[config.mk]
export PLATFORM = sky130hd
export DESIGN_NAME = fb_vga_scanout_flat
export DESIGN_NICKNAME = d
export VERILOG_FILES = /design/src/rtl/fb_vga_scanout_if.sv /design/src/rtl/fb_vga_scanout.sv /design/src/flat_wrapper.sv
export SDC_FILE = /design/constraint.sdc
export NUM_CORES = 2
export LEC_CHECK = 0
export CAP_MARGIN = 10
export CELL_PAD_IN_SITES_DETAIL_PLACEMENT = 1
export CELL_PAD_IN_SITES_GLOBAL_PLACEMENT = 1
export CORE_AREA = 4 4 470 472
export CTS_CLUSTER_DIAMETER = 50
export DETAILED_ROUTE_END_ITERATION = 8
export DIE_AREA = 0 0 474 476
export PLACE_DENSITY_LB_ADDON = 0.1
export SYNTH_ARGS = -nofsm -noshare
export SYNTH_HDL_FRONTEND = slang
export SYNTH_SLANG_ARGS = --single-unit
[constraint.sdc]
create_clock -name clock -period 68.1 [get_ports clock]
set_input_delay 13.62 -clock clock [delete_from_list [all_inputs] [get_ports clock]]
set_output_delay 13.62 -clock clock [all_outputs]
set_load 0.02 [all_outputs]
[src/rtl/fb_vga_scanout_if.sv]
// VGA connector bundle: sync, 4-bit colour channels and the frame-start marker.
`timescale 1ns/1ps

interface fb_vga_scanout_if;
   logic       vga_hs;
   logic       vga_vs;
   logic [3:0] vga_r;
   logic [3:0] vga_g;
   logic [3:0] vga_b;
   logic       frame_start;

   modport master (
      output vga_hs,
      output vga_vs,
      output vga_r,
      output vga_g,
      output vga_b,
      output frame_start
   );

   modport slave (
      input vga_hs,
      input vga_vs,
      input vga_r,
      input vga_g,
      input vga_b,
      input frame_start
   );
endinterface

[src/rtl/fb_vga_scanout.sv]
// 640x480@60 VGA scanout of a 40x30 one-bit framebuffer, each logical pixel
// drawn as a 16x16 block. The framebuffer is copied once per frame at the
// start of vertical blanking so the visible image never tears.
`timescale 1ns/1ps

module fb_vga_scanout #(
   parameter int          CLKS_PER_PIXEL = 2,
   parameter logic [11:0] FG_COLOR       = 12'hFFF,
   parameter logic [11:0] BG_COLOR       = 12'h000
) (
   input  logic                   clock,
   input  logic                   reset,
   input  logic [1199:0]          framebuffer,
   fb_vga_scanout_if.master       vga
);

   localparam logic [2:0] PRESC_MAX  = 3'(CLKS_PER_PIXEL - 1);
   localparam logic [9:0] H_VISIBLE  = 10'd640;
   localparam logic [9:0] H_SYNC_BEG = 10'd656;
   localparam logic [9:0] H_SYNC_END = 10'd751;
   localparam logic [9:0] H_LAST     = 10'd799;
   localparam logic [9:0] V_VISIBLE  = 10'd480;
   localparam logic [9:0] V_SYNC_BEG = 10'd490;
   localparam logic [9:0] V_SYNC_END = 10'd491;
   localparam logic [9:0] V_LAST     = 10'd524;

   // Linear framebuffer index of a logical pixel: row*40 + col as shifts.
   function automatic logic [10:0] pixel_index(input logic [4:0] row,
                                               input logic [5:0] col);
      return {1'b0, row, 5'b0} + {3'b0, row, 3'b0} + {5'b0, col};
   endfunction

   logic [2:0]    presc;
   logic          tick;
   logic [9:0]    h_count_p0;
   logic [9:0]    v_count_p0;
   logic [1199:0] snap;
   logic          snap_load;
   logic          h_wrap;
   logic          visible_p0;
   logic [10:0]   index_p0;
   logic [11:0]   colour_p0;
   logic          hs_p1;
   logic          vs_p1;
   logic [11:0]   colour_p1;
   logic          frame_start_p1;

   // With one clock per pixel the prescaler stays at 0 and tick is constant.
   assign tick      = (presc == PRESC_MAX);
   assign h_wrap    = (h_count_p0 == H_LAST);
   assign snap_load = tick && (h_count_p0 == 10'd0) && (v_count_p0 == V_VISIBLE);

   // Pixel-rate prescaler.
   always_ff @(posedge clock or posedge reset) begin
      if (reset) begin
         presc <= 3'd0;
      end else if (tick) begin
         presc <= 3'd0;
      end else begin
         presc <= presc + 3'd1;
      end
   end

   // Stage 0: horizontal and vertical raster counters.
   always_ff @(posedge clock or posedge reset) begin
      if (reset) begin
         h_count_p0 <= 10'd0;
         v_count_p0 <= 10'd0;
      end else if (tick) begin
         if (h_wrap) begin
            h_count_p0 <= 10'd0;
            if (v_count_p0 == V_LAST) begin
               v_count_p0 <= 10'd0;
            end else begin
               v_count_p0 <= v_count_p0 + 10'd1;
            end
         end else begin
            h_count_p0 <= h_count_p0 + 10'd1;
         end
      end
   end

   // Capture the framebuffer once per frame on entry to vertical blanking.
   always_ff @(posedge clock or posedge reset) begin
      if (reset) begin
         snap <= '0;
      end else if (snap_load) begin
         snap <= framebuffer;
      end
   end

   // Colour lookup for the pixel the counters currently address.
   always_comb begin
      visible_p0 = (h_count_p0 < H_VISIBLE) && (v_count_p0 < V_VISIBLE);
      index_p0   = pixel_index(v_count_p0[8:4], h_count_p0[9:4]);
      colour_p0  = 12'h000;
      if (visible_p0) begin
         colour_p0 = snap[index_p0] ? FG_COLOR : BG_COLOR;
      end
   end

   // Stage 1: registered sync and colour, one tick behind the counters.
   always_ff @(posedge clock or posedge reset) begin
      if (reset) begin
         hs_p1     <= 1'b1;
         vs_p1     <= 1'b1;
         colour_p1 <= 12'h000;
      end else if (tick) begin
         hs_p1     <= !((h_count_p0 >= H_SYNC_BEG) && (h_count_p0 <= H_SYNC_END));
         vs_p1     <= !((v_count_p0 >= V_SYNC_BEG) && (v_count_p0 <= V_SYNC_END));
         colour_p1 <= colour_p0;
      end
   end

   // Frame-start marker: registered every clock so it lasts exactly one clock.
   always_ff @(posedge clock or posedge reset) begin
      if (reset) begin
         frame_start_p1 <= 1'b0;
      end else begin
         frame_start_p1 <= snap_load;
      end
   end

   assign vga.vga_hs      = hs_p1;
   assign vga.vga_vs      = vs_p1;
   assign vga.vga_r       = colour_p1[11:8];
   assign vga.vga_g       = colour_p1[7:4];
   assign vga.vga_b       = colour_p1[3:0];
   assign vga.frame_start = frame_start_p1;

endmodule
[src/flat_wrapper.sv]
// flat-port wrapper written by rule: the top's interface ports become plain ports
module fb_vga_scanout_flat 
#(
   parameter int          CLKS_PER_PIXEL = 2,
   parameter logic [11:0] FG_COLOR       = 12'hFFF,
   parameter logic [11:0] BG_COLOR       = 12'h000
)
  (clock, reset, framebuffer, vga_vga_hs, vga_vga_vs, vga_vga_r, vga_vga_g, vga_vga_b, vga_frame_start);
  fb_vga_scanout_if vga_i ();
  input  logic clock;
  input  logic reset;
  input  logic [1199:0] framebuffer;
  output wire logic [$bits(vga_i.vga_hs)-1:0] vga_vga_hs;
  output wire logic [$bits(vga_i.vga_vs)-1:0] vga_vga_vs;
  output wire logic [$bits(vga_i.vga_r)-1:0] vga_vga_r;
  output wire logic [$bits(vga_i.vga_g)-1:0] vga_vga_g;
  output wire logic [$bits(vga_i.vga_b)-1:0] vga_vga_b;
  output wire logic [$bits(vga_i.frame_start)-1:0] vga_frame_start;
  assign vga_vga_hs = vga_i.vga_hs;
  assign vga_vga_vs = vga_i.vga_vs;
  assign vga_vga_r = vga_i.vga_r;
  assign vga_vga_g = vga_i.vga_g;
  assign vga_vga_b = vga_i.vga_b;
  assign vga_frame_start = vga_i.frame_start;
  fb_vga_scanout #(.CLKS_PER_PIXEL(CLKS_PER_PIXEL), .FG_COLOR(FG_COLOR), .BG_COLOR(BG_COLOR)) u_core (.clock(clock), .reset(reset), .framebuffer(framebuffer), .vga(vga_i));
endmodule
* Word level (Yosys, flattened, before mapping) *
Index checks and enable logic that the tools add are counted.

word-level totals
  flip-flop bits (word level) = 1238
  input port bits = 1202
  output and inout port bits = 15
  logic and storage cells = 40

operators by class
  add/sub/neg operators = 5
  magnitude comparators = 7
  equal/unequal tests = 4
  multiplexer cells = 7
  reductions and logical operators = 9

operators by type and width
  kind                     number
  $mux W12                 2
  $add A10 B1 Y10 const B  2
  $eq A10 B10 Y1 const B   2
  $mux W10                 2
  $lt A11 B12 Y1 const B   1
  $add A10 B8 Y11          1
  $add A11 B6 Y11          1
  $bmux W1 S11             1
  $eq A10 B9 Y1 const B    1
  $ge A10 B10 Y1 const B   1
  $ge A10 B9 Y1 const B    1
  $le A10 B10 Y1 const B   1
  $le A10 B9 Y1 const B    1
  $logic_not A10 Y1        1
  $lt A10 B10 Y1 const B   1
  $lt A10 B9 Y1 const B    1
  $logic_and A1 B1 Y1      5
  $add A3 B1 Y3 const B    1
  $eq A3 B1 Y1 const B     1
  $mux W3                  1
  $logic_not A1 Y1         2
  $reduce_and A2 Y1        1
  $mux W1                  1

* Longest topological paths before layout *
  depth in word-level cells = 6
  mapped depth = 14
  gate-level depth less buffers = 12

* Worst setup path after synthesis *
No wires, ideal clock.

  path kind = register -> output
  start = register, netlist name u_core.colour_p1[10]
  end = output port vga_vga_b[1]
  arrival = 0.805 ns
  data required time = 54.480 ns
  setup slack = 53.675 ns
  cell stages (with the launch flop) = 2
  buffers on the path = 1
  cells stage by stage = dfrtp_1 buf_4

RTL lines
  what       line                text
  to (decl)  flat_wrapper.sv:17  output wire logic [$bits(vga_i.vga_b)-1:0] vga_vga_b;

==> impl_metrics.json <==
{
  "critPathMaxFanout": 140,
  "fillers": 24600,
  "grt_pass1_wl_mm": 375,
  "dr_total_vias": 47800,
  "hold_viol": 0,
  "grt_max_degree": 232,
  "drv_cap": 0,
  "final_nets": 8354,
  "place.gp.congestion": 0.812,
  "p_leak_nw": 31.9,
  "tns_ns": 0,
  "cts_hold_buf": 0,
  "syn_area_mm2": 0.0565,
  "die_height_um": 476,
  "numClockSinks": 1227,
  "setup_ws_ns": 49.40,
  "drt_wl_total_mm": 264,
  "cts_tree": "built",
  "post-route-util_pct": 35.8,
  "dp_hpwl_mm": 192,
  "area_delta_synth_final_pct": 37.1,
  "die-width_um": 474,
  "first_pass_iters": 5,
  "use_met1_pct": 29.2,
  "clk_pin_slew_ns": 0.05,
  "synth_area_per_cell_um2": 9.31,
  "cts_repair_resize_count": 0,
  "fin_crit_sh_pct": 27.5,
  "ys_async_sr_fraction_pct": 100,
  "io_buffers": 1216,
  "arrival_ns": 19.50,
  "ys_dominant_reg_cell": "dfrtp_1",
  "worstSetupPathType": "in2async",
  "ant_nets": 0,
  "syn_inst": 6067,
  "fin_worst_skew_ns": 0.0436,
  "p_per_area_mw_per_mm2": 23.3,
  "hold-worst-slack_ns": 0.458,
  "antenna_found_initial": 172,
  "finalCriticalPeriod_ns": 18.70,
  "startpoint_type": "input pin",
  "htreeDepth": 4,
  "io_pins": 1217,
  "drive_gt1_share_pct": 9.63,
  "status": "completed",
  "tightest_slew_ns": 1.28,
  "viasPerCell": 4.69,
  "worstSkewPairLatency_ns": 0.83,
  "finalMaxSlewViolations": 0,
  "grt.met2_usage_pct": 38.6,
  "cts_root_buffer": "clkbuf_16",
  "yosysWarningCount": 0,
  "finalSetupViolCount": 0,
  "design.core.area_mm2": 0.217,
  "first_iter_violations": 3022,
  "met3_usage_pct": 5.60,
  "end_kind": "async pin",
  "grt_usage_pct": 23.1,
  "dp_slack_ns": 48.29,
  "ys_ff_latch": 1227,
  "hold_path.class": "reg2reg",
  "clockBufferDepth": 3,
  "row_count": 171,
  "initial_utilization_pct": 26.1,
  "slew_headroom_pct": 14.3,
  "drcViolationCount": 0,
  "synth-edff-count": 0,
  "overflow": 0,
  "yosysSeqAreaShare_pct": 54.3,
  "grt_pass1_vias": 51600,
  "max_clock_freq_ghz": 0.0535,
  "synth_fp_nets": 7285,
  "vdd_drop_max_mv": 0.0186,
  "post-cts-setup-buffers": 0,
  "avgRoutedWirePerCell_um": 25.9,
  "busiest_layer": "met2",
  "cts_made_buffers": 179,
  "worstPathRequired_ns": 68.90,
  "synth_cell_types": 74,
  "grt_setup_unrepaired": "no",
  "die_area_mm2": 0.226
}
worst max-delay path, cell delays in order:
cell             delay, ns
clkdlybuf4s50_1       0.50
inv_8                 0.50
buf_12                0.55
buf_4                 0.65
buf_4                 0.80
buf_4                 0.78
buf_4                 0.78
buf_4                 0.83
sequential cells by signal, summed over array words and instances (netlist names):
signal and flops:
u_core.vga.frame_start 1, u_core.vga.vga_hs 1, u_core.vga.vga_vs 1, u_core.h_count_p0 10, u_core.snap 1200, u_core.v_count_p0 10, u_core.presc 3, u_core.colour_p1 1
logic make-up (layout without fill, tap and decap cells):
family / after synthesis / count (layout) / share of synthesized area [%]
mux: 346 / 346 / 12.6
buf+inv: 411 / 1633 / 3.69
other cells: 0 / 57 / 0
compound gates: 204 / 204 / 2.59
simple gates: 3844 / 3844 / 26.1
xor+xnor: 19 / 19 / 0.294
flops: 1227 / 1227 / 54.3
fa+ha+maj: 16 / 16 / 0.381
area by class of cell:
cell class	instances	area (um^2)	share of cell area [%]
diodes	57	143	0.184
clock buffers	238	5020	6.48
clock inverters	96	1280	1.65
inverters	16	68.8	0.0888
multi-input cells	4429	23800	30.7
flip-flops and latches	1227	30700	39.7
well taps	2854	3570	4.61
repair buffers	1283	12900	16.6
placed cells by master (no fill, tap or decap), types with 5 or more instances in the layout:
cell type and count:
or3_1 6, nand3_1 37, o221ai_1 5, xnor2_1 13, mux2_2 11, nand4_1 15, nand2_1 3678, clkbuf_16 181
mux4_2 292, buf_4 52, a211oi_1 7, and2_1 6, o22ai_1 12, bufinv_16 21, a2111oi_0 6, a21oi_1 23
inv_1 13, buf_12 15, clkinv_2 32, diode_2 57, ha_1 12, o21ai_0 25, a221oi_1 9, mux2i_1 43
inv_6 15, dfrtp_1 1222, nor3_1 10, a22oi_1 53, clkdlybuf4s50_1 1216, a22o_1 8, clkinvlp_4 16, o211ai_1 6
a31oi_1 14, clkinv_8 5, and3_1 7, nand2b_1 7, nor4_1 8, nor2_1 36, clkbuf_1 29, clkbuf_8 28
cells in the mapped netlist, drive strengths merged (4+ instances only):
library cell | instances | area share [%]
nand2 | 3678 | 24
dfrtp | 1225 | 54
buf | 317 | 3.1
mux4 | 292 | 12
clkbuf | 78 | 0.52
a22oi | 53 | 0.70
mux2i | 43 | 0.76
nor2 | 38 | 0.25
nand3 | 37 | 0.33
o21ai | 26 | 0.23
a21oi | 23 | 0.20
inv | 15 | 0.10
nand4 | 15 | 0.17
a31oi | 14 | 0.15
ha | 14 | 0.31
xnor2 | 13 | 0.20
o22ai | 12 | 0.13
mux2 | 11 | 0.22
nor3 | 10 | 0.089
a221oi | 9 | 0.14
nor4 | 9 | 0.11
a22o | 8 | 0.12
a2111oi | 7 | 0.12
a211oi | 7 | 0.093
and2 | 7 | 0.077
and3 | 7 | 0.077
nand2b | 7 | 0.077
nor2b | 7 | 0.077
o211ai | 6 | 0.080
or3 | 6 | 0.066
xor2 | 6 | 0.093
o221ai | 5 | 0.077
nand3b | 4 | 0.053
path summary, 6_finish.rpt:
check                                      from               end  slack [ns]  cells past startpoint
setup / recovery                          reset   u_core.snap[49]       49.40                      8
hold / removal                 u_core.snap[846]  u_core.snap[846]        0.46                      2
setup reg to reg           u_core.h_count_p0[4]  u_core.snap[187]       62.64                      9
hold reg to reg                u_core.snap[846]  u_core.snap[846]        0.46                      2
max in group clock         u_core.colour_p1[10]      vga_vga_r[3]       52.09                      1
min in group asynchronous                 reset  u_core.snap[224]       13.32                      2
power by group:
part           switching (mW)  internal [mW]  leakage, nW
Sequential                  0          0.730         10.8
Combinational          0.0353         0.0617         18.0
Clock                   0.376          0.603         3.06
Total                   0.412           1.39         31.9
through the flow:
step	instances	cell area (um^2)	power, mW
floorplan	6067	56500	0.755
global placement	9809	71000	0.841
detailed placement	9809	71000	0.841
CTS	10100	77300	1.84
global route	10200	77400	1.87
finish	10200	77500	1.81
metal layers:
metal / vias up / share of wire (%)
met2: 1331 / 48
met1: 24200 / 42
met3: 464 / 5.9
li1: 21800 / -
met4: 90 / 3.0
met5: - / 0.21
No activity file was read; power rests on OpenSTA's default activity.
